[src/rtl/alu_arbiter_if.sv]
// Requester, shared-ALU and response signals for alu_arbiter.
// slave is the arbiter's view; master is the environment's view.
interface alu_arbiter_if #(
    parameter int unsigned WIDTH = 16
);
    logic             req0_valid;
    logic             req0_ready;
    logic [2:0]       req0_op;
    logic [WIDTH-1:0] req0_a;
    logic [WIDTH-1:0] req0_b;

    logic             req1_valid;
    logic             req1_ready;
    logic [2:0]       req1_op;
    logic [WIDTH-1:0] req1_a;
    logic [WIDTH-1:0] req1_b;

    logic [2:0]       alu_op;
    logic [WIDTH-1:0] alu_a;
    logic [WIDTH-1:0] alu_b;
    logic [WIDTH-1:0] alu_out;
    logic [WIDTH-1:0] alu_r15;
    logic             alu_of;

    logic             rsp_valid;
    logic             rsp_ready;
    logic             rsp_id;
    logic [WIDTH-1:0] rsp_out;
    logic [WIDTH-1:0] rsp_r15;
    logic             rsp_of;
    logic             rsp_err;
    logic [15:0]      ops_done;

    modport slave (
        input  req0_valid, req0_op, req0_a, req0_b,
        input  req1_valid, req1_op, req1_a, req1_b,
        input  alu_out, alu_r15, alu_of, rsp_ready,
        output req0_ready, req1_ready, alu_op, alu_a, alu_b,
        output rsp_valid, rsp_id, rsp_out, rsp_r15, rsp_of, rsp_err, ops_done
    );

    modport master (
        output req0_valid, req0_op, req0_a, req0_b,
        output req1_valid, req1_op, req1_a, req1_b,
        output alu_out, alu_r15, alu_of, rsp_ready,
        input  req0_ready, req1_ready, alu_op, alu_a, alu_b,
        input  rsp_valid, rsp_id, rsp_out, rsp_r15, rsp_of, rsp_err, ops_done
    );
endinterface

[src/rtl/alu_arbiter.sv]
// Two-requester arbiter in front of a shared multi-cycle ALU: alternating grant on ties,
// operands held for EXEC_CYCLES, result captured and offered on a valid/ready response.
module alu_arbiter #(
    parameter int unsigned WIDTH       = 16,
    parameter int unsigned EXEC_CYCLES = 1
) (
    input logic           clk,
    input logic           rst,
    alu_arbiter_if.slave  bus
);
    typedef enum logic [1:0] {StIdle, StExec, StResp} state_e;

    localparam logic [2:0] OpIllegal = 3'b111;
    localparam logic [3:0] CntInit   = 4'(EXEC_CYCLES - 1);

    state_e           state_q;
    logic             last_q;
    logic [3:0]       cnt_q;
    logic [2:0]       op_q;
    logic [WIDTH-1:0] a_q;
    logic [WIDTH-1:0] b_q;
    logic             id_q;
    logic             rsp_valid_q;
    logic             rsp_id_q;
    logic [WIDTH-1:0] rsp_out_q;
    logic [WIDTH-1:0] rsp_r15_q;
    logic             rsp_of_q;
    logic             rsp_err_q;
    logic [15:0]      ops_done_q;

    logic             grant_any;
    logic             grant_id;
    logic [2:0]       sel_op;
    logic [WIDTH-1:0] sel_a;
    logic [WIDTH-1:0] sel_b;

    // Ready is combinational so a requester that drops valid is never granted.
    always_comb begin
        grant_any = 1'b0;
        grant_id  = 1'b0;
        if (state_q == StIdle && !rst) begin
            if (bus.req0_valid && bus.req1_valid) begin
                grant_any = 1'b1;
                grant_id  = ~last_q;
            end else if (bus.req0_valid) begin
                grant_any = 1'b1;
            end else if (bus.req1_valid) begin
                grant_any = 1'b1;
                grant_id  = 1'b1;
            end
        end
        sel_op = grant_id ? bus.req1_op : bus.req0_op;
        sel_a  = grant_id ? bus.req1_a  : bus.req0_a;
        sel_b  = grant_id ? bus.req1_b  : bus.req0_b;
    end

    always_ff @(posedge clk) begin
        if (rst) begin
            state_q     <= StIdle;
            last_q      <= 1'b1;
            cnt_q       <= '0;
            op_q        <= '0;
            a_q         <= '0;
            b_q         <= '0;
            id_q        <= 1'b0;
            rsp_valid_q <= 1'b0;
            rsp_id_q    <= 1'b0;
            rsp_out_q   <= '0;
            rsp_r15_q   <= '0;
            rsp_of_q    <= 1'b0;
            rsp_err_q   <= 1'b0;
            ops_done_q  <= '0;
        end else begin
            case (state_q)
                StIdle: begin
                    if (grant_any) begin
                        last_q <= grant_id;
                        id_q   <= grant_id;
                        // Illegal ops never reach the ALU, so its inputs keep the last legal op.
                        if (sel_op == OpIllegal) begin
                            rsp_valid_q <= 1'b1;
                            rsp_id_q    <= grant_id;
                            rsp_out_q   <= '0;
                            rsp_r15_q   <= '0;
                            rsp_of_q    <= 1'b0;
                            rsp_err_q   <= 1'b1;
                            state_q     <= StResp;
                        end else begin
                            op_q    <= sel_op;
                            a_q     <= sel_a;
                            b_q     <= sel_b;
                            cnt_q   <= CntInit;
                            state_q <= StExec;
                        end
                    end
                end
                StExec: begin
                    if (cnt_q == '0) begin
                        rsp_valid_q <= 1'b1;
                        rsp_id_q    <= id_q;
                        rsp_out_q   <= bus.alu_out;
                        rsp_r15_q   <= bus.alu_r15;
                        rsp_of_q    <= bus.alu_of;
                        rsp_err_q   <= 1'b0;
                        state_q     <= StResp;
                    end else begin
                        cnt_q <= cnt_q - 4'd1;
                    end
                end
                StResp: begin
                    if (bus.rsp_ready) begin
                        rsp_valid_q <= 1'b0;
                        ops_done_q  <= ops_done_q + 16'd1;
                        state_q     <= StIdle;
                    end
                end
                default: state_q <= StIdle;
            endcase
        end
    end

    assign bus.req0_ready = grant_any && !grant_id;
    assign bus.req1_ready = grant_any && grant_id;
    assign bus.alu_op     = op_q;
    assign bus.alu_a      = a_q;
    assign bus.alu_b      = b_q;
    assign bus.rsp_valid  = rsp_valid_q;
    assign bus.rsp_id     = rsp_id_q;
    assign bus.rsp_out    = rsp_out_q;
    assign bus.rsp_r15    = rsp_r15_q;
    assign bus.rsp_of     = rsp_of_q;
    assign bus.rsp_err    = rsp_err_q;
    assign bus.ops_done   = ops_done_q;
endmodule
[src/flat_wrapper.sv]
// flat-port wrapper written by rule: the top's interface ports become plain ports
module alu_arbiter_flat 
#(
    parameter int unsigned WIDTH       = 16,
    parameter int unsigned EXEC_CYCLES = 1
)
  (clk, rst, bus_req0_valid, bus_req0_op, bus_req0_a, bus_req0_b, bus_req1_valid, bus_req1_op, bus_req1_a, bus_req1_b, bus_alu_out, bus_alu_r15, bus_alu_of, bus_rsp_ready, bus_req0_ready, bus_req1_ready, bus_alu_op, bus_alu_a, bus_alu_b, bus_rsp_valid, bus_rsp_id, bus_rsp_out, bus_rsp_r15, bus_rsp_of, bus_rsp_err, bus_ops_done);
  alu_arbiter_if #(.WIDTH(WIDTH)) bus_i ();
  input logic clk;
  input logic rst;
  input wire logic [$bits(bus_i.req0_valid)-1:0] bus_req0_valid;
  input wire logic [$bits(bus_i.req0_op)-1:0] bus_req0_op;
  input wire logic [$bits(bus_i.req0_a)-1:0] bus_req0_a;
  input wire logic [$bits(bus_i.req0_b)-1:0] bus_req0_b;
  input wire logic [$bits(bus_i.req1_valid)-1:0] bus_req1_valid;
  input wire logic [$bits(bus_i.req1_op)-1:0] bus_req1_op;
  input wire logic [$bits(bus_i.req1_a)-1:0] bus_req1_a;
  input wire logic [$bits(bus_i.req1_b)-1:0] bus_req1_b;
  input wire logic [$bits(bus_i.alu_out)-1:0] bus_alu_out;
  input wire logic [$bits(bus_i.alu_r15)-1:0] bus_alu_r15;
  input wire logic [$bits(bus_i.alu_of)-1:0] bus_alu_of;
  input wire logic [$bits(bus_i.rsp_ready)-1:0] bus_rsp_ready;
  output wire logic [$bits(bus_i.req0_ready)-1:0] bus_req0_ready;
  output wire logic [$bits(bus_i.req1_ready)-1:0] bus_req1_ready;
  output wire logic [$bits(bus_i.alu_op)-1:0] bus_alu_op;
  output wire logic [$bits(bus_i.alu_a)-1:0] bus_alu_a;
  output wire logic [$bits(bus_i.alu_b)-1:0] bus_alu_b;
  output wire logic [$bits(bus_i.rsp_valid)-1:0] bus_rsp_valid;
  output wire logic [$bits(bus_i.rsp_id)-1:0] bus_rsp_id;
  output wire logic [$bits(bus_i.rsp_out)-1:0] bus_rsp_out;
  output wire logic [$bits(bus_i.rsp_r15)-1:0] bus_rsp_r15;
  output wire logic [$bits(bus_i.rsp_of)-1:0] bus_rsp_of;
  output wire logic [$bits(bus_i.rsp_err)-1:0] bus_rsp_err;
  output wire logic [$bits(bus_i.ops_done)-1:0] bus_ops_done;
  assign bus_i.req0_valid = bus_req0_valid;
  assign bus_i.req0_op = bus_req0_op;
  assign bus_i.req0_a = bus_req0_a;
  assign bus_i.req0_b = bus_req0_b;
  assign bus_i.req1_valid = bus_req1_valid;
  assign bus_i.req1_op = bus_req1_op;
  assign bus_i.req1_a = bus_req1_a;
  assign bus_i.req1_b = bus_req1_b;
  assign bus_i.alu_out = bus_alu_out;
  assign bus_i.alu_r15 = bus_alu_r15;
  assign bus_i.alu_of = bus_alu_of;
  assign bus_i.rsp_ready = bus_rsp_ready;
  assign bus_req0_ready = bus_i.req0_ready;
  assign bus_req1_ready = bus_i.req1_ready;
  assign bus_alu_op = bus_i.alu_op;
  assign bus_alu_a = bus_i.alu_a;
  assign bus_alu_b = bus_i.alu_b;
  assign bus_rsp_valid = bus_i.rsp_valid;
  assign bus_rsp_id = bus_i.rsp_id;
  assign bus_rsp_out = bus_i.rsp_out;
  assign bus_rsp_r15 = bus_i.rsp_r15;
  assign bus_rsp_of = bus_i.rsp_of;
  assign bus_rsp_err = bus_i.rsp_err;
  assign bus_ops_done = bus_i.ops_done;
  alu_arbiter #(.WIDTH(WIDTH), .EXEC_CYCLES(EXEC_CYCLES)) u_core (.clk(clk), .rst(rst), .bus(bus_i));
endmodule
[config.mk]
export PLATFORM = sky130hd
export DESIGN_NAME = alu_arbiter_flat
export DESIGN_NICKNAME = d
export VERILOG_FILES = /design/src/rtl/alu_arbiter_if.sv /design/src/rtl/alu_arbiter.sv /design/src/flat_wrapper.sv
export SDC_FILE = /design/constraint.sdc
export NUM_CORES = 1
export LEC_CHECK = 0
export BUFFER_PORTS_ARGS = -buffer_cell sky130_fd_sc_hd__buf_2
export CORE_MARGIN = 2
export CORE_UTILIZATION = 35
export CTS_CLUSTER_DIAMETER = 150
export DETAILED_ROUTE_END_ITERATION = 12
export PLACE_DENSITY = 0.72
export SETUP_SLACK_MARGIN = 0.02
export SLEW_MARGIN = 10
export SYNTH_ARGS = -nofsm -noshare
export SYNTH_HDL_FRONTEND = slang
export SYNTH_SLANG_ARGS = --single-unit
[constraint.sdc]
create_clock -name clk -period 2.5 [get_ports clk]
set_input_delay 0.75 -clock clk [delete_from_list [all_inputs] [get_ports clk]]
set_output_delay 0.75 -clock clk [all_outputs]
set_load 0.02 [all_outputs]
==> flow_metrics.py <==
metrics = {
    "run_status": {
        "status": "completed",
    },
    "clock_network": {
        "numCtsBuffers": 9,
        "path_clk_slew_ns": 0.06,
        "root_buffer": "clkbuf_16",
        "cts_max_path_buffers": 2,
        "clk-insertion-delay-late_ns": 0.34,
        "clock_sinks": 95,
        "htreeDepth": 3,
        "postCtsHoldBufs": 0,
        "cts_tree": "yes",
    },
    "setup_path": {
        "crit_chain": "buf_2 > a21boi_1 > nand2_1 > inv_1 > buf_2",
        "path_max_fanout": 4,
        "crit_path_end_kind": "output port",
        "cpMostUsedCell": "buf_2",
        "startpoint": "bus_req1_valid",
        "critPathBufInv": 3,
        "critical_path.max_stage_delay_ns": 0.29,
        "cp_data_arrival_time_ns": 1.60,
        "crit_required_ns": 1.75,
        "start_kind": "input pin",
        "crit_family": "buffers and inverters",
        "worstSetupPathType": "input pin to output port",
        "critical-path-slowest-cell": "a21boi_1",
        "reg2reg_from": "u_core.state_q[0]",
    },
    "sta": {
        "period_minus_slack_ns": 2.35,
        "period_share_pct": 93.9,
        "fin_tns_setup_ns": 0,
        "drv_slew": 0,
        "finClkSkew_ns": 0.00670,
        "worst_slew_margin_rel_pct": 58.0,
        "worstMarginPinSlew_ns": 0.624,
        "rsz0062_at_grt": "no",
        "finalHoldViolations": 0,
        "clock.fmax_mhz": 426,
        "finalSetupViolCount": 0,
    },
    "floorplan": {
        "initial_core_util_pct": 35.5,
        "top_level_ports": 197,
        "die_x_um": 116,
        "core_sq_um": 12500,
        "dieArea_sq_um": 13600,
        "die_h_um": 116,
        "num_rows": 41,
    },
    "detailed_routing": {
        "wl_per_cell_um": 13.3,
        "avgViaCountPerCell": 4.81,
        "ant_nets": 0,
        "drt-total-wl_um": 11700,
        "drc": 0,
        "initialDrtViolationCount": 235,
        "dr.pass1.iters": 4,
        "vias": 4221,
    },
    "placement": {
        "hpwl_um": 8430,
        "place_congestion": 0.826,
        "port_buffers": 196,
    },
    "global_routing": {
        "grtUsageMet1_pct": 21.5,
        "grt_use_total_pct": 16.4,
        "gr-total-overflow": 0,
        "grt_pass1_vias": 3605,
        "grt.met2_usage_pct": 25.5,
        "met3_usage_pct": 5.55,
        "grt_max_degree": 49,
        "grt_pass1_wl_um": 17700,
        "antenna_found_initial": 0,
        "busiest_layer": "met2",
    },
    "layout": {
        "final_util_pct": 47.7,
        "n_antenna_cell": 0,
        "seq_area_sq_um": 1900,
        "nFillCells": 1248,
        "area_delta_synth_final_pct": 34.3,
        "finalNetCount": 814,
        "multi_input_area_sq_um": 2210,
        "layout-drive-gt1-share_pct": 38.0,
    },
    "logic_synthesis": {
        "ys_warn_count": 0,
        "synth_area_leaders": "dfxtp_1 43%, o32ai_2 11%, nand2_1 9.8%, a311oi_1 6.9%, nor2_1 5.4%",
        "syn-num-nets": 628,
        "syn_area_sq_um": 4430,
        "ys_seq_area_share_pct": 42.9,
        "ys_types": 50,
        "synth_seq_cells": 95,
        "netlist_instances": 514,
        "netlist.area_leader.share_pct": 42.9,
        "yosysTopAreaCell": "dfxtp_1",
        "syn_area_per_cell_sq_um": 8.61,
    },
    "worst_hold_path": {
        "hold_path_class": "flip-flop to flip-flop",
        "hp-start": "u_core.bus.alu_op[0]",
    },
    "run": {
        "drv_cap": 0,
    },
    "power": {
        "ir_drop_mv": 0.378,
        "powerDensity_nw_per_um2": 805,
        "leakage_nw": 2.79,
    },
}
-- synthesized netlist by cell type, drive strengths merged --
master	count
a31o	1
nand2	116
nor3b	2
o21ai	4
o22ai	1
a31oi	2
nor3	2
nand3	14
buf	17
nand2b	1
or4	1
a21oi	6
mux2	2
dfxtp	95
ha	6
a2bb2oi	1
and2	4
a32o	2
inv	42
xor2	12
o31a	1
a21boi	1
o211ai	1
nor2b	3
a221oi	1
o21a	1
a21o	1
o32ai	33
a32oi	1
nor4	3
a21bo	2
nor2	64
a311oi	35
o31ai	1
and4	1
and3	4
clkbuf	21
or3	1
xnor2	3
nand4	4
o211a	1
-- path summary, 6_finish.rpt --
path                                              end  slack [ns]  cells past startpoint
worst max register to register  u_core.bus.rsp_out[8]        0.41                      9
worst min-delay path             u_core.bus.alu_op[0]        0.48                      1
worst max-delay path                   bus_req1_ready        0.15                      5
worst min register to register   u_core.bus.alu_op[0]        0.48                      1
-- metal layers --
layer	up-vias	part of all wire (%)
li1	2147	-
met1	1956	44
met2	106	49
met3	12	5.4
met4	0	1.3
met5	-	0
-- state kept, by name (all words and copies together), names as in the netlist, 2 cells and up --
signal	cells
u_core.bus.rsp_r15	16
u_core.cnt_q	4
u_core.bus.ops_done	16
u_core.bus.alu_b	16
u_core.state_q	2
u_core.bus.rsp_out	16
u_core.bus.alu_a	16
u_core.bus.alu_op	3
-- cell families (layout without fill, tap and decap cells) --
group           Yosys count  in the layout  synth area share, %
fa+ha+maj                 6              6                 1.70
flops                    95             95                 42.9
xor+xnor                 15             15                 2.97
simple gates            220            220                 21.0
buf+inv                  80            271                 7.77
mux                       2              2                0.509
compound gates           96             96                 23.1
-- where the power goes --
part,total (mW),internal [mW],leakage [nW],switching [mW]
sequential,1.82,1.72,0.774,0.103
clock,1.46,0.873,0.148,0.585
combinational,1.51,0.590,1.87,0.921
total,4.79,3.18,2.79,1.61
-- what timing repair did --
action                     4_1_cts  5_1_grt
setup endpoints to repair        1        1
setup buffers                    0        0
gates resized for setup          1        2
cloned                           0        0
-- metrics by stage --
stage	cell area, sq um	hold slack, ns	std cells	total power [mW]	setup slack, ns
6_report	5950	0.476	877	4.79	0.153
4_1_cts	5940	0.482	877	4.84	0.0972
5_1_grt	5950	0.506	877	5.06	0.0602
2_1_floorplan	4430	0.461	514	2.84	0.114
3_3_place_gp	5620	0.461	861	3.35	0.148
3_5_place_dp	5620	0.467	861	3.36	0.154
-- cell usage in the layout, fill, tap and decap left out, drive strengths merged, types with 3 or more instances in the layout --
cell type  instances
and2               4
a21oi              6
a311oi            35
xnor2              3
nand3             14
dfxtp             95
buf              213
clkbuf            10
nor2              64
and3               4
xor2              12
o32ai             33
inv               42
nand4              4
nor2b              3
nor4               3
o21ai              4
ha                 6
nand2            116
-- layout make-up --
type                       instances  share of cell area, %
clock buffer                      10                   3.85
clock inverter                     6                   1.43
inverter                          42                   2.65
multi-input combinational        339                   37.2
sequential                        95                   32.0
tap                              172                   3.62
timing repair buffer             213                   19.3
Power figures use the tool's default switching activity.
